[src/rtl/run_monitor_pkg.sv]
// Shared definitions for the run monitor: controller states and the
// two-bit status codes reported to software.
package run_monitor_pkg;

    typedef enum logic [2:0] {
        S_IDLE    = 3'd0,
        S_HOLD    = 3'd1,
        S_RUN     = 3'd2,
        S_PASS    = 3'd3,
        S_TIMEOUT = 3'd4
    } state_e;

    localparam logic [1:0] ST_IDLE    = 2'b00;
    localparam logic [1:0] ST_RUN     = 2'b01;
    localparam logic [1:0] ST_PASS    = 2'b10;
    localparam logic [1:0] ST_TIMEOUT = 2'b11;

endpackage

[src/rtl/run_monitor_chan.sv]
// One monitored channel: a sticky "done seen" flag plus the ALU result
// captured on the first RUN cycle that the channel reports done.
module run_monitor_chan
    import run_monitor_pkg::*;
#(
    parameter int XLEN = 32
) (
    input  logic            clk,
    input  logic            rst,
    input  logic            clear_i,
    input  logic            sample_i,
    input  logic            done_i,
    input  logic [XLEN-1:0] alures_i,
    output logic            flag_o,
    output logic [XLEN-1:0] result_o
);

    logic            flag_q;
    logic [XLEN-1:0] result_q;

    // Sticky flag and first-done capture; cleared when a new run launches.
    // NOTE: result_q is a plain register, not a memory, so it takes the async
    // reset; a reset abort must leave no partial result behind.
    always_ff @(posedge clk or negedge rst) begin
        if (!rst) begin
            // NOTE: non-blocking assignments keep every flop sampling the
            // pre-edge value, independent of statement order.
            flag_q   <= 1'b0;
            result_q <= '0;
        end else if (clear_i) begin
            flag_q   <= 1'b0;
            result_q <= '0;
        end else if (sample_i && done_i && !flag_q) begin
            flag_q   <= 1'b1;
            result_q <= alures_i;
        end
    end

    assign flag_o   = flag_q;
    assign result_o = result_q;

endmodule

[src/rtl/run_monitor.sv]
// Run monitor: holds the cores in reset after start, then counts run
// cycles until every channel reports done (PASS) or MAX_CYCLES elapse
// (TIMEOUT). Optional feature macro RUN_MONITOR_SIG_EN adds a rolling
// signature over next-PC and ALU result of the still-running channels.
module run_monitor
    import run_monitor_pkg::*;
#(
    parameter int XLEN       = 32,
    parameter int NCH        = 2,
    parameter int RST_CYCLES = 2,
    parameter int MAX_CYCLES = 1024,
    parameter int CW         = 16
) (
    input  logic                clk,
    input  logic                rst,
    input  logic                start,
    output logic                core_rst,
    input  logic [NCH*XLEN-1:0] core_nxtpc,
    input  logic [NCH*XLEN-1:0] core_alures,
    input  logic [NCH-1:0]      core_done,
    output logic                busy,
    output logic [1:0]          status,
    output logic [CW-1:0]       cycles,
    output logic [NCH*XLEN-1:0] result
`ifdef RUN_MONITOR_SIG_EN
    ,
    output logic [XLEN-1:0]     sig
`endif
);

    localparam int            HW        = (RST_CYCLES > 1) ? $clog2(RST_CYCLES) : 1;
    localparam logic [HW-1:0] HOLD_LAST = HW'(RST_CYCLES - 1);
    localparam logic [CW-1:0] MAX_CNT   = CW'(MAX_CYCLES);

    state_e          state_q, state_d;
    logic [HW-1:0]   hold_cnt_q, hold_cnt_d;
    logic [CW-1:0]   cycles_q, cycles_d, cycles_inc;
    logic [NCH-1:0]  flag;
    logic            launch, in_run, all_set;

    assign in_run     = (state_q == S_RUN);
    assign launch     = start && (state_q inside {S_IDLE, S_PASS, S_TIMEOUT});
    assign cycles_inc = (&cycles_q) ? cycles_q : cycles_q + 1'b1;
    // Done arriving this cycle counts toward completion immediately.
    assign all_set    = &(flag | core_done);

    for (genvar i = 0; i < NCH; i++) begin : g_chan
        run_monitor_chan #(.XLEN(XLEN)) u_chan (
            .clk      (clk),
            .rst      (rst),
            .clear_i  (launch),
            .sample_i (in_run),
            .done_i   (core_done[i]),
            .alures_i (core_alures[i*XLEN +: XLEN]),
            .flag_o   (flag[i]),
            .result_o (result[i*XLEN +: XLEN])
        );
    end

    // State register.
    always_ff @(posedge clk or negedge rst) begin
        if (!rst) state_q <= S_IDLE;
        else      state_q <= state_d;
    end

    // Next-state logic; PASS takes priority over TIMEOUT.
    always_comb begin
        // NOTE: default assignment first so no path leaves state_d unassigned
        // (which would infer a latch).
        state_d = state_q;
        unique case (state_q)
            S_IDLE, S_PASS, S_TIMEOUT: if (start) state_d = S_HOLD;
            S_HOLD:                    if (hold_cnt_q == HOLD_LAST) state_d = S_RUN;
            S_RUN: begin
                if (all_set)                    state_d = S_PASS;
                else if (cycles_inc == MAX_CNT) state_d = S_TIMEOUT;
            end
            default:                   state_d = S_IDLE;
        endcase
    end

    // Outputs decoded from the current state only.
    always_comb begin
        busy     = (state_q == S_HOLD) || (state_q == S_RUN);
        core_rst = (state_q == S_IDLE) || (state_q == S_HOLD);
        unique case (state_q)
            S_HOLD, S_RUN: status = ST_RUN;
            S_PASS:        status = ST_PASS;
            S_TIMEOUT:     status = ST_TIMEOUT;
            default:       status = ST_IDLE;
        endcase
    end

    // Hold-phase and run-phase counter next values.
    always_comb begin
        hold_cnt_d = hold_cnt_q;
        cycles_d   = cycles_q;
        if (launch) begin
            hold_cnt_d = '0;
            cycles_d   = '0;
        end else if (state_q == S_HOLD) begin
            hold_cnt_d = hold_cnt_q + 1'b1;
        end else if (in_run) begin
            cycles_d = cycles_inc;
        end
    end

    // Counter registers.
    always_ff @(posedge clk or negedge rst) begin
        if (!rst) begin
            hold_cnt_q <= '0;
            cycles_q   <= '0;
        end else begin
            hold_cnt_q <= hold_cnt_d;
            cycles_q   <= cycles_d;
        end
    end

    assign cycles = cycles_q;

`ifdef RUN_MONITOR_SIG_EN
    logic [XLEN-1:0] sig_q, sig_d, sig_mix;

    // Contribution of channels that have not yet reported done.
    always_comb begin
        sig_mix = '0;
        for (int i = 0; i < NCH; i++) begin
            if (!flag[i]) sig_mix = sig_mix ^ core_nxtpc[i*XLEN +: XLEN] ^ core_alures[i*XLEN +: XLEN];
        end
    end

    // Signature next value: rotate left by one and fold in the mix.
    always_comb begin
        sig_d = sig_q;
        if (launch)      sig_d = '0;
        else if (in_run) sig_d = {sig_q[XLEN-2:0], sig_q[XLEN-1]} ^ sig_mix;
    end

    // Signature register.
    always_ff @(posedge clk or negedge rst) begin
        if (!rst) sig_q <= '0;
        else      sig_q <= sig_d;
    end

    assign sig = sig_q;
`else
    logic unused_nxtpc;
    assign unused_nxtpc = ^core_nxtpc;
`endif

endmodule

[config.mk]
export PLATFORM = sky130hd
export DESIGN_NAME = run_monitor
export DESIGN_NICKNAME = d
export VERILOG_FILES = /design/src/rtl/run_monitor_pkg.sv /design/src/rtl/run_monitor_chan.sv /design/src/rtl/run_monitor.sv
export SDC_FILE = /design/constraint.sdc
export NUM_CORES = 1
export LEC_CHECK = 0
export ABC_AREA = 1
export CORE_ASPECT_RATIO = 0.7
export CORE_UTILIZATION = 30
export DETAILED_ROUTE_END_ITERATION = 7
export PLACE_DENSITY = 0.63
export SYNTH_ARGS = -nofsm -noshare
export SYNTH_HDL_FRONTEND = slang
export SYNTH_SLANG_ARGS = --single-unit
[constraint.sdc]
create_clock -name clk -period 2.8 [get_ports clk]
set_clock_uncertainty 0.1 [all_clocks]
set_input_delay 0.28 -clock clk [delete_from_list [all_inputs] [get_ports clk]]
set_output_delay 0.28 -clock clk [all_outputs]
set_load 0.03 [all_outputs]
==> results.yml <==
layout:
  nets_final: 788
  post_route_cells_drive_above_1_share_pct: 6.22
  layout_overhead_on_the_synthesized_area_pct: 49.2
  antenna_cells: 0
  fillers: 1278
  layout.core_utilization_pct: 45.9
synthesis:
  ys_warn_count: 0
  post-synth-top-area-fraction_pct: 53.3
  avgSynthCellArea_um2: 7.97
  synth_top_cells_by_area: "dfrtp_1 (53%), nand2_1 (17%), nand3_1 (10%)"
  synth-edff-count: 0
  synthCells: 507
  synth_cell_type_count: 27
  synth_nets: 641
  synth_top_flop_cell: "dfrtp_1"
  synth_common_cells: "nand2_1 (186), dfrtp_1 (86), nand3_1 (83)"
  synth.cell_area_um2: 4040
  post-synth-top-count-cell: "nand2_1"
  synth.largest_area_cell: "dfrtp_1"
  ys_seq_elements: 86
  synth_async_sr_flop_share_pct: 100
  ys_seq_area_share_pct: 53.3
drt:
  wl_per_cell_um: 13.5
  postRouteAntennaNets: 0
  detail_route.wirelength_um: 11200
  route.vias.total: 3841
  initialDrtViolationCount: 186
  drt_first_pass_iters: 5
  drt_drc_violations_left: 0
  average_via_count_per_standard_cell: 4.66
die:
  dieHeight_um: 99.1
  die_x_um: 141
  number_of_cell_rows: 35
  num_io_pins: 217
  die-area_um2: 13900
  core_um2: 13100
  floorplan.initialDensity_pct: 30.8
power_and_ir_drop:
  power.share.combinational_pct: 50.2
  cell_internal_pwr_mw: 3.59
  net-switching-power_mw: 2.77
  power-per-cell-area_nw_per_um2: 1050
  swShare_pct: 43.6
  power.sequential.fraction_pct: 31.7
  worst_supply_voltage_drop_on_vdd_mv: 0.445
  total_leakage_power_nw: 2.94
  pwr-share-clk_pct: 18.2
grt:
  gr-total-overflow: 0
  antenna_found_initial: 0
  groute.usage.overall_pct: 16.4
  number_of_global_route_vias_before_repair: 3614
  global_route_wire_length_before_repair_um: 18200
  grt_start_max_net_pins: 51
sta:
  fin_setup_tns_ps: 0
  timing.final.setup_violations: 0
  worst_hold_slack_ps: 356
  final-hold-violation-count: 0
  drv_slew: 0
  timing.fmax_ghz: 0.390
  min_clock_period_post_route_ps: 2560
  worst_pin_slew_ps: 993
  grt_setup_unrepaired: "false"
  maxSlewHeadroom_pct: 33.7
  final_min_period_over_clock_period_pct: 91.6
critical_path:
  startpoint_type_of_the_worst_setup_path: "register"
  timing_worst_setup_path_type: "register to output pin"
  timing.critical_path.cells: "nor3_2 -> inv_1 -> nand3_1 -> clkdlybuf4s50_1"
  worstPathArrival_ps: 2180
  critical_path.n_buffers_inverters: 2
  critical_path_cell_count: 4
  critical_path.max_fanout: 6
  cpMaxStageDelayCell: "clkdlybuf4s50_1"
  worstSetupEndpointType: "output pin"
  data_required_time_at_the_worst_endpoint_ps: 2420
  critical-path-max-stage-delay_ps: 670
  cp_top_family: "buffers and inverters"
  reg2reg_path_depth: 14
outcome:
  status: "completed"
flow_run:
  maxCapViolations: 0
clock_network:
  cts_buffers: 9
  clock_tree.buffer_depth: 2
  cts_root_buf: "clkbuf_16"
  insertion_delay_ps: 330
  clock_sinks: 86
  cts_setup_buffers: 0
  clk_pin_slew_worst_paths_ps: 70
  cts_tree: "done"
  h-tree-depth: 3
min_path:
  min-delay-path-class: "primary input to async pin"
place:
  dpl.hpwl_um: 8050
  io_buffers: 152
  gp_congestion: 0.864
-- state kept, by name, summed over array words and instances (netlist names) --
| register | cells |
|---|---|
| g_chan.u_chan.flag_o | 2 |
| g_chan.u_chan.result_o | 64 |
| cycles | 16 |
| state_q | 3 |
| hold_cnt_q | 1 |
-- layout make-up --
type	count	area, µm²	share of cell area, %
clock buffer	10	239	3.96
clock inverter	6	51.3	0.851
inverter	41	154	2.55
multi-input combinational	357	1640	27.2
sequential	86	2150	35.7
tap	166	208	3.45
timing repair buffer	159	1590	26.3
-- path summary, 6_finish.rpt --
path	from	endpoint	slack, ps
max in group asynchronous	rst	g_chan[0].u_chan.result_o[5]$_DFFE_PN0P_	1590
min in group clk	core_alures[50]	g_chan[1].u_chan.result_o[18]$_DFFE_PN0P_	380
worst max register to register	cycles[1]$_DFFE_PN0P_	state_q[0]$_DFFE_PN0P_	390
worst max-delay path	state_q[2]$_DFFE_PN0P_	status[0]	240
worst min register to register	g_chan[0].u_chan.result_o[25]$_DFFE_PN0P_	g_chan[0].u_chan.result_o[25]$_DFFE_PN0P_	400
worst min-delay path	rst	g_chan[0].u_chan.result_o[0]$_DFFE_PN0P_	360
-- stage by stage --
stage	setup WS, ps	area (µm²)	cells	power, mW
floorplan	563	4040	507	3.85
global placement	460	5730	808	5.19
finish	235	6030	825	6.36
global route	90.2	6030	825	6.78
detailed placement	408	5730	808	5.25
CTS	224	6030	825	6.46
-- per-layer routing --
metal	up-vias	GRT usage (%)	wire length [µm]
li1	1923	-	-
met1	1777	22.1	5170
met2	135	25.3	5030
met3	6	5.73	879
met4	0	3.85	89
met5	-	0	0
-- power groups by stage --
stage	Clock (mW)	Combinational (mW)	Sequential, mW
2_1_floorplan	0	0.967	2.88
3_3_place_gp	0	3.19	2.01
3_5_place_dp	0	3.22	2.03
4_1_cts	1.21	3.23	2.02
5_1_grt	1.26	3.43	2.08
6_report	1.15	3.19	2.01
-- logic make-up after synthesis --
logic type	after synthesis	synth area share, %
xor gates and xnor gates	3	0.650
DFF	86	53.3
buffers and inverters	64	6.35
AOI/OAI and AO/OA	27	3.87
and+or+nand+nor	326	35.6
adders and majority gates	1	0.310
-- worst register-to-register path: stages, from the launching register on --
cell,delay [ps]
dfrtp_1,420
ha_1,290
inv_1,110
nor2_4,170
nand2_4,100
nor2_4,290
inv_1,100
nand2_1,100
nand2_1,50
nor2_1,120
nand3_1,110
nand2_2,110
nand2_2,70
nand2_1,80
nand2_1,60
-- cells in the final DEF (no fill, tap or decap), types with 2 or more instances in the layout --
master             n
buf_4              6
nor2_1            31
nand4_1            6
nor3_4             2
inv_6              3
nor2_4             3
clkdlybuf4s50_1  151
dfrtp_1           86
o22ai_1           12
inv_1             40
nand2_4            2
o21ai_0            9
nand2_1          186
xor2_1             3
clkbuf_16          9
nand3_1           83
a21oi_1            4
nor2_2             4
nor3_1             2
nand2_2            4
-- timing repair --
item,4_1_cts,5_1_grt
hold endpoints to repair,36,0
hold buffers,1,0
gates resized for setup,0,0
(Power assumes the default switching activity.)
